<file path="src/rtl/test_link_pkg.sv">
// Shared definitions for the test-count optical link.
// Frame: SYNC, CNT[15:8], CNT[7:0], CHK as 8N1 UART bytes.
package test_link_pkg;

    localparam logic [7:0] SYNC_DEFAULT  = 8'hA5;
    localparam int         FRAME_BYTES   = 4;
    localparam int         BITS_PER_BYTE = 10;

    typedef enum logic [2:0] {
        IDLE,
        START,
        DATA,
        STOP,
        DONE
    } frame_state_t;

    function automatic logic [7:0] frame_chk(
        input logic [7:0]  sync,
        input logic [15:0] cnt
    );
        return sync ^ cnt[15:8] ^ cnt[7:0];
    endfunction

endpackage

</file>
<file path="src/rtl/uart_byte_tx.sv">
// 8N1 byte serialiser, LSB first, idle high.
// A load on the last stop-bit cycle chains the next byte with no gap.
module uart_byte_tx
    import test_link_pkg::*;
#(
    parameter int CLKS_PER_BIT = 40
) (
    input  logic       clk,
    input  logic       rst_n,
    input  logic       load,
    input  logic [7:0] data,
    output logic       txd,
    output logic       busy,
    output logic       byte_done
);

    localparam int CW = (CLKS_PER_BIT > 1) ? $clog2(CLKS_PER_BIT) : 1;
    localparam logic [CW-1:0] BAUD_LAST = CW'(CLKS_PER_BIT - 1);
    localparam logic [2:0]    BIT_LAST  = 3'(BITS_PER_BYTE - 3);

    frame_state_t  state;
    frame_state_t  state_nx;
    logic [CW-1:0] baud;
    logic [2:0]    bit_idx;
    logic [7:0]    shreg;
    logic          baud_end;
    logic          accept;

    assign baud_end = (baud == BAUD_LAST);

    always_ff @(posedge clk or negedge rst_n) begin
        if (!rst_n) begin
            state <= IDLE;
        end else begin
            state <= state_nx;
        end
    end

    always_comb begin
        state_nx  = state;
        txd       = 1'b1;
        busy      = 1'b1;
        byte_done = 1'b0;
        accept    = 1'b0;
        case (state)
            IDLE: begin
                busy = 1'b0;
                if (load) begin
                    accept   = 1'b1;
                    state_nx = START;
                end
            end
            START: begin
                txd = 1'b0;
                if (baud_end) begin
                    state_nx = DATA;
                end
            end
            DATA: begin
                txd = shreg[bit_idx];
                if (baud_end && bit_idx == BIT_LAST) begin
                    state_nx = STOP;
                end
            end
            STOP: begin
                if (baud_end) begin
                    byte_done = 1'b1;
                    if (load) begin
                        accept   = 1'b1;
                        state_nx = START;
                    end else begin
                        state_nx = IDLE;
                    end
                end
            end
            default: begin
                busy     = 1'b0;
                state_nx = IDLE;
            end
        endcase
    end

    always_ff @(posedge clk or negedge rst_n) begin
        if (!rst_n) begin
            baud    <= '0;
            bit_idx <= '0;
            shreg   <= '0;
        end else begin
            if (state == IDLE || baud_end) begin
                baud <= '0;
            end else begin
                baud <= baud + 1'b1;
            end
            if (state == START) begin
                bit_idx <= '0;
            end else if (state == DATA && baud_end) begin
                bit_idx <= bit_idx + 3'd1;
            end
            if (accept) begin
                shreg <= data;
            end
        end
    end

endmodule

</file>
<file path="config.mk">
export PLATFORM = sky130hd
export DESIGN_NAME = uart_byte_tx
export DESIGN_NICKNAME = d
export VERILOG_FILES = /design/src/rtl/test_link_pkg.sv /design/src/rtl/uart_byte_tx.sv
export SDC_FILE = /design/constraint.sdc
export NUM_CORES = 1
export LEC_CHECK = 0
export BUFFER_PORTS_ARGS = -buffer_cell sky130_fd_sc_hd__buf_2
export CAP_MARGIN = 10
export CORE_UTILIZATION = 25
export CTS_CLUSTER_SIZE = 25
export DETAILED_ROUTE_END_ITERATION = 8
export PLACE_DENSITY_LB_ADDON = 0.25
export SYNTH_ARGS = -nofsm -noshare
export SYNTH_HDL_FRONTEND = slang
export SYNTH_SLANG_ARGS = --single-unit
</file>
<file path="constraint.sdc">
create_clock -name clk -period 5.85 [get_ports clk]
set_clock_uncertainty 0.1 [all_clocks]
set_input_delay 0.8775 -clock clk [delete_from_list [all_inputs] [get_ports clk]]
set_output_delay 0.8775 -clock clk [all_outputs]
set_load 0.02 [all_outputs]
</file>
==> results of run 1 <==
[report_power, final]
group          internal [mW]  switching [mW]  leakage, nW  total [mW]
logic                 0.0990           0.110        0.289       0.210
registers              0.180          0.0350        0.242       0.214
clock network         0.0483          0.0408       0.0228      0.0891
total                  0.327           0.186        0.554       0.513
[layer usage]
| metal | global-route usage, % | vias to the layer above | part of all wire (%) |
|---|---|---|---|
| met5 | 0 | - | 0 |
| met1 | 11.9 | 293 | 48 |
| met2 | 14.2 | 13 | 48 |
| met3 | 2.24 | 0 | 4.0 |
| li1 | - | 309 | - |
| met4 | 3.26 | 0 | 0 |
[worst max-delay path: stages, from the launching register on]
cell	delay, ns
dfrtp_1	0.48
mux2i_1	0.16
mux4_2	0.46
mux2i_1	0.14
buf_2	0.18
[cells in the final DEF (no fill, tap or decap)]
cell and instances:
nand2_1 1, clkbuf_1 1, and2_1 1, nor3b_1 1, xnor2_1 3, and3_1 1
a41oi_4 1, buf_2 13, nor3_2 1, mux2_2 8, nand3_1 2, dfrtp_1 19
a211oi_1 1, inv_1 6, nand4b_4 1, a22oi_1 1, nor2_1 6, o32ai_1 1
o221ai_1 1, mux4_2 1, ha_1 8, mux2i_1 8, nor2_4 1, clkbuf_8 3
nor3_1 3, xor2_1 2
[layout make-up]
class	instances	area [sq um]	area share, %
Multi-Input combinational cell	53	513	43.4
Clock buffer	4	45.0	3.81
Sequential cell	19	475	40.3
Timing Repair Buffer	13	65.1	5.51
Inverter	6	22.5	1.91
Tap cell	48	60.1	5.08
[flip-flops by register name, indices dropped and copies added, names as in the netlist]
name / flops
shreg: 8
state: 2
baud: 6
bit_idx: 3
[final timing paths]
check | slack [ns] | start | end
hold / removal | 0.37 | baud[0] | baud[0]
max in group asynchronous | 4.91 | rst_n | state[0]
min in group asynchronous | 0.45 | rst_n | shreg[4]
setup / recovery | 3.20 | bit_idx[0] | txd
hold reg to reg | 0.37 | baud[0] | baud[0]
setup reg to reg | 3.85 | state[0] | shreg[7]
[cells by family (layout without fill, tap and decap cells)]
family                   count (synthesis)  after routing  synth area share [%]
flip-flops                              19             19                  46.6
AND/OR/NAND/NOR                         18             18                  11.4
multiplexers                            17             17                  18.9
adder cells (fa/ha/maj)                  8              8                  9.82
buffers and inverters                    8             23                  3.07
AO/OA/AOI/OAI                            5              5                  5.89
XOR/XNOR                                 5              5                  4.30
[metrics by stage]
| stage | worst slack [ns] | utilization, % | hold slack [ns] | instances | instance area, sq um |
|---|---|---|---|---|---|
| floorplan | 3.41 | - | 0.338 | 80 | 1020 |
| global placement | 3.48 | 29.9 | 0.361 | 139 | 1140 |
| detailed placement | 3.46 | 29.9 | 0.370 | 139 | 1140 |
| CTS | 3.18 | 31.1 | 0.379 | 143 | 1180 |
| global route | 3.12 | 31.1 | 0.408 | 143 | 1180 |
| finish | 3.20 | 31.1 | 0.372 | 143 | 1180 |
==> impl_metrics.csv, run 1 <==
group,metric,value,unit
cts,post_cts_buffers,0,
grt,grt_pass1_vias,656,
synth,synth.top_cell.area_share,46.6,%
critical_path,crit_path_max_fanout,6,
grt,track_usage,9.04,%
synth,synth_edf_count,0,
timing,period_minus_slack,2.65,ns
floorplan,die_h,65.9,microns
drt,drc,0,
synth,postSynthAreaPerCell,12.7,sq um
timing,clock.fmax,0.377,GHz
critical_path,cp-start-kind,"flip-flop",
grt,antenna_found_initial,0,
synth,netlist_area,1020,sq um
cts,cts_resized,0,
finish,drive_gt1_share,30.5,%
finish,area_growth,15.8,%
critical_path,cp_data_required_time,4.87,ns
timing,fin_crit_sh,45.4,%
outcome,status,"completed",
placement,io_buffers,13,
drt,drt_iter0_drc,7,
cts,insertion_delay,0.25,ns
synth,synth_common_cells,"dfrtp_1 (19), ha_1 (8), mux2_2 (8), mux2i_1 (8)",
drt,ant_nets,0,
synth,synthTopCellsByArea,"dfrtp_1 (47%), ha_1 (9.8%), mux2_2 (8.8%)",
synth,yosys_most_used_dff,"dfrtp_1",
drt,first_pass_iters,2,
cts,cts_sinks,19,
synth,ys_ff_latch,19,
worst_hold_path,holdPathStages,1,
drt,wire_per_inst,11.9,microns
cts,cts-root-buf,"clkbuf_8",
critical_path,reg2regPathDepth,6,
cts,htreeDepth,1,
timing,worst_slew_pin_slew,0.416,ns
cts,cts_tree,"done",
synth,ys_seq_area_share,46.6,%
timing,drv_slew,0,
floorplan,die_area,4340,sq um
synth,synth_most_common_cell,"dfrtp_1",
finish,diodes,0,
run,maxCapViolations,0,
timing,slew_headroom,72.3,%
timing,rsz0062_at_grt,"false",
drt,drt_wl_total,1.70,mm
power_and_ir_drop,total_power,513,uW
cts,clkTransAtPathRegs,0.07,ns
grt,grt_max_degree,20,
grt,grt_pass1_wl,2.95,mm
cts,cts_buffers,3,
cts,clockBufferDepth,2,
worst_hold_path,hold_class,"reg2reg",
power_and_ir_drop,cellPowerDensity,434,nW/um^2
finish,fill_cells,407,
grt,gr-total-overflow,0,
finish,final_net_count,115,
critical_path,path_class,"reg2out",
critical_path,arrival,1.68,ns
drt,vias,615,
power_and_ir_drop,p_leak,0.554,nW
placement,gp_congestion,0.698,
floorplan,start_util,26.8,%
floorplan,rows,22,
power_and_ir_drop,vdd_drop_max,0.187,mV
synth,yosysWarningCount,0,
floorplan,coreArea,3800,sq um
synth,synthDistinctLibCells,25,
placement,dp_hpwl,1.31,mm
floorplan,fp.dieW,65.9,microns
synth,syn_inst,80,
timing,tns,0,ns
drt,vias_per_cell,4.30,
cts,hold_buffers,0,
synth,synth_top_area_cell,"dfrtp_1",
timing,hold_viol,0,
floorplan,io_pins,14,
timing,finalSetupViolations,0,
synth,syn_nets,99,
critical_path,crit_path_end_kind,"primary output",
synth,ys_async_sr_fraction,100,%
Power figures use the tool's default switching activity.
==> run 2, diff against run 1 <==
ABC_AREA = 1   (was unset)
clock period = 2.3 ns   (was 5.85 ns; I/O delays follow)
==> impl_metrics.csv, run 2 <==
group,metric,value,unit
outcome,status,"completed",
grt,grt_pass1_vias,940,
synth,synth_most_common_cell,"nand2_1",
synth,synth.top_cell.area_share,43.7,%
synth,synthDistinctLibCells,20,
placement,io_buffers,13,
worst_hold_path,hold_class,"in2reg",
drt,first_pass_iters,4,
timing,period_minus_slack,1.87,ns
synth,ys_ff_latch,19,
critical_path,rrSetupSlack,0.61,ns
run,maxCapViolations,0,
placement,gp_congestion,0.718,
worst_hold_path,holdCritStartpoint,"data[2]",
finish,drive_gt1_share,18.1,%
worst_hold_path,holdPathStages,3,
cts,post_cts_buffers,0,
synth,ys_async_sr_fraction,100,%
drt,drc,0,
drt,wire_per_inst,10.4,microns
finish,seq_area,475,sq um
critical_path,path_class,"reg2out",
cts,clkTransAtPathRegs,0.07,ns
finish,regMostFlops,"shreg",
timing,tns,0,ns
power_and_ir_drop,pwr-share-comb,45.5,%
floorplan,rows,23,
floorplan,die_h,68.0,microns
finish,final_net_count,175,
drt,vias,864,
power_and_ir_drop,p_leak,0.699,nW
power_and_ir_drop,power_frac_seq,37.6,%
grt,grt_pass1_wl,3.88,mm
placement,dp_hpwl,1.77,mm
drt,ant_nets,0,
grt,track_usage,11.4,%
synth,ys_seq_area_share,43.7,%
critical_path,reg2regPathDepth,6,
power_and_ir_drop,swShare,43.1,%
synth,syn_nets,156,
floorplan,start_util,26.6,%
timing,hold_viol,0,
timing,rsz0062_at_grt,"false",
critical_path,cp_data_required_time,1.86,ns
timing,slew_headroom,70.8,%
grt,grt_max_degree,20,
synth,yosysWarningCount,0,
synth,syn_inst,137,
critical_path,crit_path_end_kind,"primary output",
finish,fin_cells,205,
floorplan,die_area,4620,sq um
drt,drt_wl_total,2.14,mm
power_and_ir_drop,cellPowerDensity,1080,nW/um^2
finish,diodes,0,
critical_path,r2r-start,"state[0]",
timing,fin_crit_sh,81.4,%
placement,dpl.cell_count,200,
floorplan,io_pins,14,
synth,yosys_most_used_dff,"dfrtp_1",
worst_hold_path,hold_end,"shreg[2]",
cts,cts_buffers,3,
synth,postSynthAreaPerCell,7.94,sq um
power_and_ir_drop,switchingPower,591,uW
timing,clock.fmax,0.534,GHz
finish,multi_input_area,529,sq um
synth,synthTopCellsByArea,"dfrtp_1 (44%), nand2_1 (12%), nand3_1 (9.7%)",
critical_path,crit_path_max_fanout,7,
grt,antenna_found_initial,0,
finish,mostFrequentLayoutCell,"nand2_1",
power_and_ir_drop,vdd_drop_max,0.395,mV
synth,synth_common_cells,"nand2_1 (34), inv_1 (21), nand3_1 (21)",
finish,area_growth,16.9,%
finish,final_cell_mix,"nand2_1 (34), inv_1 (21), nand3_1 (21)",
grt,gr-total-overflow,0,
finish,final_util,31.1,%
drt,drt_iter0_drc,23,
cts,cts_tree,"done",
synth,netlist_area,1090,sq um
finish,fill_cells,448,
critical_path,cp-start-kind,"flip-flop",
critical_path,arrival,1.43,ns
cts,cts_sinks,19,
cts,htreeDepth,1,
timing,drv_slew,0,
cts,insertion_delay,0.25,ns
floorplan,coreArea,4090,sq um
floorplan,fp.dieW,68.0,microns
drt,vias_per_cell,4.21,
critical_path,reg2reg_to,"shreg[1]",
timing,finalSetupViolations,0,
cts,clockBufferDepth,2,
timing,worst_slew_pin_slew,0.437,ns
synth,synth_top_area_cell,"dfrtp_1",
synth,synth_edf_count,0,
power_and_ir_drop,pwr-share-clk,16.9,%
finish,largest_reg_flops,8,
finish,reg_top3,"shreg (8), baud (6), bit_idx (3)",
power_and_ir_drop,p_int,780,uW
cts,cts-root-buf,"clkbuf_8",
-- run 2: cell count changes in the layout (fill, tap and decap cells not counted), moves of 3 or more --
cell,before,now
nor3_1,3,0
nor2_1,6,15
nand2_1,1,34
inv_1,6,21
mux2_2,8,0
mux2i_1,8,0
nand3_1,2,21
-- run 2: cell families after synthesis --
| kind of cell | after synthesis | synth area share, % |
|---|---|---|
| compound gates | 5 | 2.76 |
| xor+xnor | 1 | 0.806 |
| fa+ha+maj | 8 | 9.21 |
| buf+inv | 22 | 7.60 |
| flops | 19 | 43.7 |
| simple gates | 82 | 35.9 |
-- run 2: layout make-up --
cell class	instances	area share (%)
multi-input cells	96	41.6
flip-flops and latches	19	37.4
clock inverters	1	0.394
inverters	22	6.50
repair buffers	14	5.91
well taps	50	4.92
clock buffers	3	3.25
-- run 2: timing repair --
action                                 in CTS  in global routing
resized for setup                           0                  0
hold buffers                                1                  0
endpoints found under the hold margin      19                  0
-- run 2: how the worst max path moves through the flow --
stage / startpoint / endpoint / depth (start not counted)
global route: bit_idx[0] / txd / 7
floorplan: state[0] / shreg[0] / 6
CTS: bit_idx[0] / txd / 7
detailed placement: state[0] / shreg[1] / 6
finish: bit_idx[0] / txd / 7
global placement: state[0] / shreg[0] / 6
-- run 2: layer usage --
| metal | share of wire (%) | track usage [%] |
|---|---|---|
| met5 | 0 | 0 |
| met4 | 0.89 | 3.13 |
| met3 | 4.0 | 3.50 |
| met2 | 53 | 21.2 |
| met1 | 42 | 12.2 |
-- run 2: worst max-delay path, stage by stage (launching register included) --
cell and delay [ns]:
dfrtp_1 0.44, inv_1 0.12, or2_0 0.21, nand2_1 0.06
nand3_1 0.06, nand3_1 0.07, nand2_1 0.05, buf_2 0.15
-- run 2: stage by stage --
| stage | power [mW] | hold WS, ns | worst slack, ns | cell area (sq um) |
|---|---|---|---|---|
| after floorplan | 0.987 | -0.0506 | 0.825 | 1090 |
| after global placement | 1.14 | 0.211 | 0.625 | 1210 |
| after detailed placement | 1.16 | 0.214 | 0.602 | 1210 |
| after CTS | 1.40 | 0.209 | 0.402 | 1270 |
| after global routing | 1.52 | 0.225 | 0.271 | 1270 |
| final | 1.37 | 0.213 | 0.429 | 1270 |
-- run 2: power groups by stage --
stage / combinational, mW / sequential [mW] / clock (mW)
2_1_floorplan: 0.485 / 0.501 / 0
3_3_place_gp: 0.616 / 0.519 / 0
3_5_place_dp: 0.636 / 0.524 / 0
4_1_cts: 0.640 / 0.517 / 0.244
5_1_grt: 0.735 / 0.529 / 0.255
6_report: 0.624 / 0.516 / 0.231
==> run 3, diff against run 2 <==
clock period = 1.6 ns   (was 2.3 ns; I/O delays follow)
==> impl_metrics.csv, run 3 (synthesized netlist as in run 2, its figures left out) <==
group,metric,value,unit
outcome,status,"complete, but fails checks",
outcome,violations,"negative setup slack",
grt,gr-total-overflow,0,
cts,insertion_delay,0.25,ns
finish,area_growth,33.7,%
finish,final_net_count,186,
floorplan,io_pins,14,
critical_path,path_class,"reg2out",
floorplan,coreArea,4090,sq um
critical_path,crit_path_max_fanout,4,
grt,track_usage,11.6,%
grt,antenna_found_initial,0,
finish,largest_reg_flops,8,
drt,wire_per_inst,10.7,microns
drt,first_pass_iters,3,
finish,diodes,0,
worst_hold_path,hold_class,"in2reg",
critical_path,cp_data_required_time,1.26,ns
timing,hold_viol,0,
floorplan,fp.dieW,68.0,microns
drt,drc,0,
power_and_ir_drop,pwr-share-comb,53.2,%
finish,fin_cells,216,
placement,dpl.cell_count,202,
drt,vias,909,
floorplan,die_area,4620,sq um
finish,reg_top3,"shreg (8), baud (6), bit_idx (3)",
power_and_ir_drop,switchingPower,970,uW
placement,gp_congestion,0.840,
critical_path,cp-start-kind,"flip-flop",
timing,worst_slew_pin_slew,0.451,ns
power_and_ir_drop,p_leak,0.768,nW
cts,cts-root-buf,"clkbuf_8",
floorplan,die_h,68.0,microns
finish,regMostFlops,"shreg",
timing,rsz0062_at_grt,"true",
cts,clockBufferDepth,2,
timing,slew_headroom,70.0,%
finish,final_util,35.6,%
finish,mostFrequentLayoutCell,"nand2_1",
power_and_ir_drop,cellPowerDensity,1600,nW/um^2
finish,seq_area,478,sq um
cts,htreeDepth,1,
timing,finalSetupViolations,1,
drt,vias_per_cell,4.21,
finish,fill_cells,444,
timing,period_minus_slack,1.66,ns
run,maxCapViolations,0,
finish,final_cell_mix,"nand2_1 (31), nand3_1 (18), dfrtp_1 (17)",
timing,fin_ws,-0.0585,ns
drt,drt_wl_total,2.31,mm
power_and_ir_drop,vdd_drop_max,0.462,mV
grt,grt_pass1_vias,911,
cts,clkTransAtPathRegs,0.07,ns
grt,grt_max_degree,20,
timing,drv_slew,0,
cts,cts_buffers,3,
placement,place_ws,0.0464,ns
cts,cts_sinks,19,
finish,drive_gt1_share,33.7,%
timing,fin_crit_sh,104,%
drt,ant_nets,0,
power_and_ir_drop,pwr-share-clk,14.2,%
power_and_ir_drop,p_int,1.35,mW
floorplan,rows,23,
drt,drt_iter0_drc,26,
power_and_ir_drop,power_frac_seq,32.6,%
power_and_ir_drop,swShare,41.7,%
placement,io_buffers,13,
timing,clock.fmax,0.603,GHz
cts,cts_tree,"done",
placement,dp_hpwl,1.70,mm
critical_path,crit_path_end_kind,"primary output",
floorplan,start_util,26.6,%
grt,grt_pass1_wl,3.93,mm
critical_path,arrival,1.32,ns
finish,multi_input_area,601,sq um
-- run 3: cell types whose count changed in the layout (fill, tap and decap cells not counted), moves of 3 or more --
| cell | before | now |
|---|---|---|
| ha_2 | 0 | 3 |
| nand2_1 | 34 | 31 |
| ha_1 | 8 | 4 |
| nand3_1 | 21 | 18 |
| buf_4 | 0 | 10 |
| nand3_2 | 1 | 4 |
| buf_2 | 13 | 10 |
| buf_6 | 0 | 4 |
| inv_1 | 21 | 16 |
| inv_2 | 1 | 4 |
-- run 3: worst paths after layout --
check	startpoint	endpoint	slack, ns	cells after the start
worst min-delay path	data[6]	shreg[6]	0.11	3
max in group asynchronous	rst_n	bit_idx[0]	0.70	2
worst max-delay path	bit_idx[0]	txd	-0.06	7
worst max register to register	bit_idx[0]	state[0]	0.05	7
worst min register to register	shreg[6]	shreg[6]	0.37	2
min in group asynchronous	rst_n	baud[0]	0.37	2
-- run 3: power groups by stage --
stage / logic (mW) / registers, mW / clock network [mW]
3_3_place_gp: 0.930 / 0.738 / 0
2_1_floorplan: 0.698 / 0.721 / 0
6_report: 1.24 / 0.757 / 0.331
4_1_cts: 1.05 / 0.741 / 0.342
3_5_place_dp: 0.940 / 0.748 / 0
5_1_grt: 1.40 / 0.775 / 0.368
-- run 3: critical path: stages, from the launching register on --
cell and delay (ns):
dfrtp_2 0.44, buf_6 0.13, nand2_1 0.05, nand3_1 0.08, nand3_2 0.09, nand3_2 0.08, nand2_2 0.08, buf_6 0.12
-- run 3: area by class of cell --
type	count	area share, %
Clock buffer	4	3.10
Inverter	22	6.02
Multi-Input combinational cell	96	41.3
Sequential cell	19	32.9
Tap cell	50	4.30
Timing Repair Buffer	25	12.4
-- run 3: layer usage --
metal	up-vias	part of all wire [%]	GRT usage, %
met5	-	0	0
met4	0	1.1	4.69
met3	3	2.6	2.00
met2	11	52	19.5
met1	411	44	14.5
li1	484	-	-
-- run 3: through the flow --
stage	total power [mW]	setup TNS, ns	hold slack (ns)	area [sq um]
2_1_floorplan	1.42	0	-0.156	1090
3_3_place_gp	1.67	0	0.105	1230
3_5_place_dp	1.69	0	0.112	1230
4_1_cts	2.13	-0.0664	0.113	1370
5_1_grt	2.54	-0.315	0.116	1450
6_report	2.32	-0.0585	0.110	1450
-- run 3: repair_timing --
action / in CTS / in global routing
hold buffers: 1 / 0
hold endpoints to repair: 19 / 0
setup endpoints to repair: 2 / 14
setup buffers: 7 / 2
gates resized for setup: 13 / 19
pin swaps: 1 / 10
cloned: 0 / 0
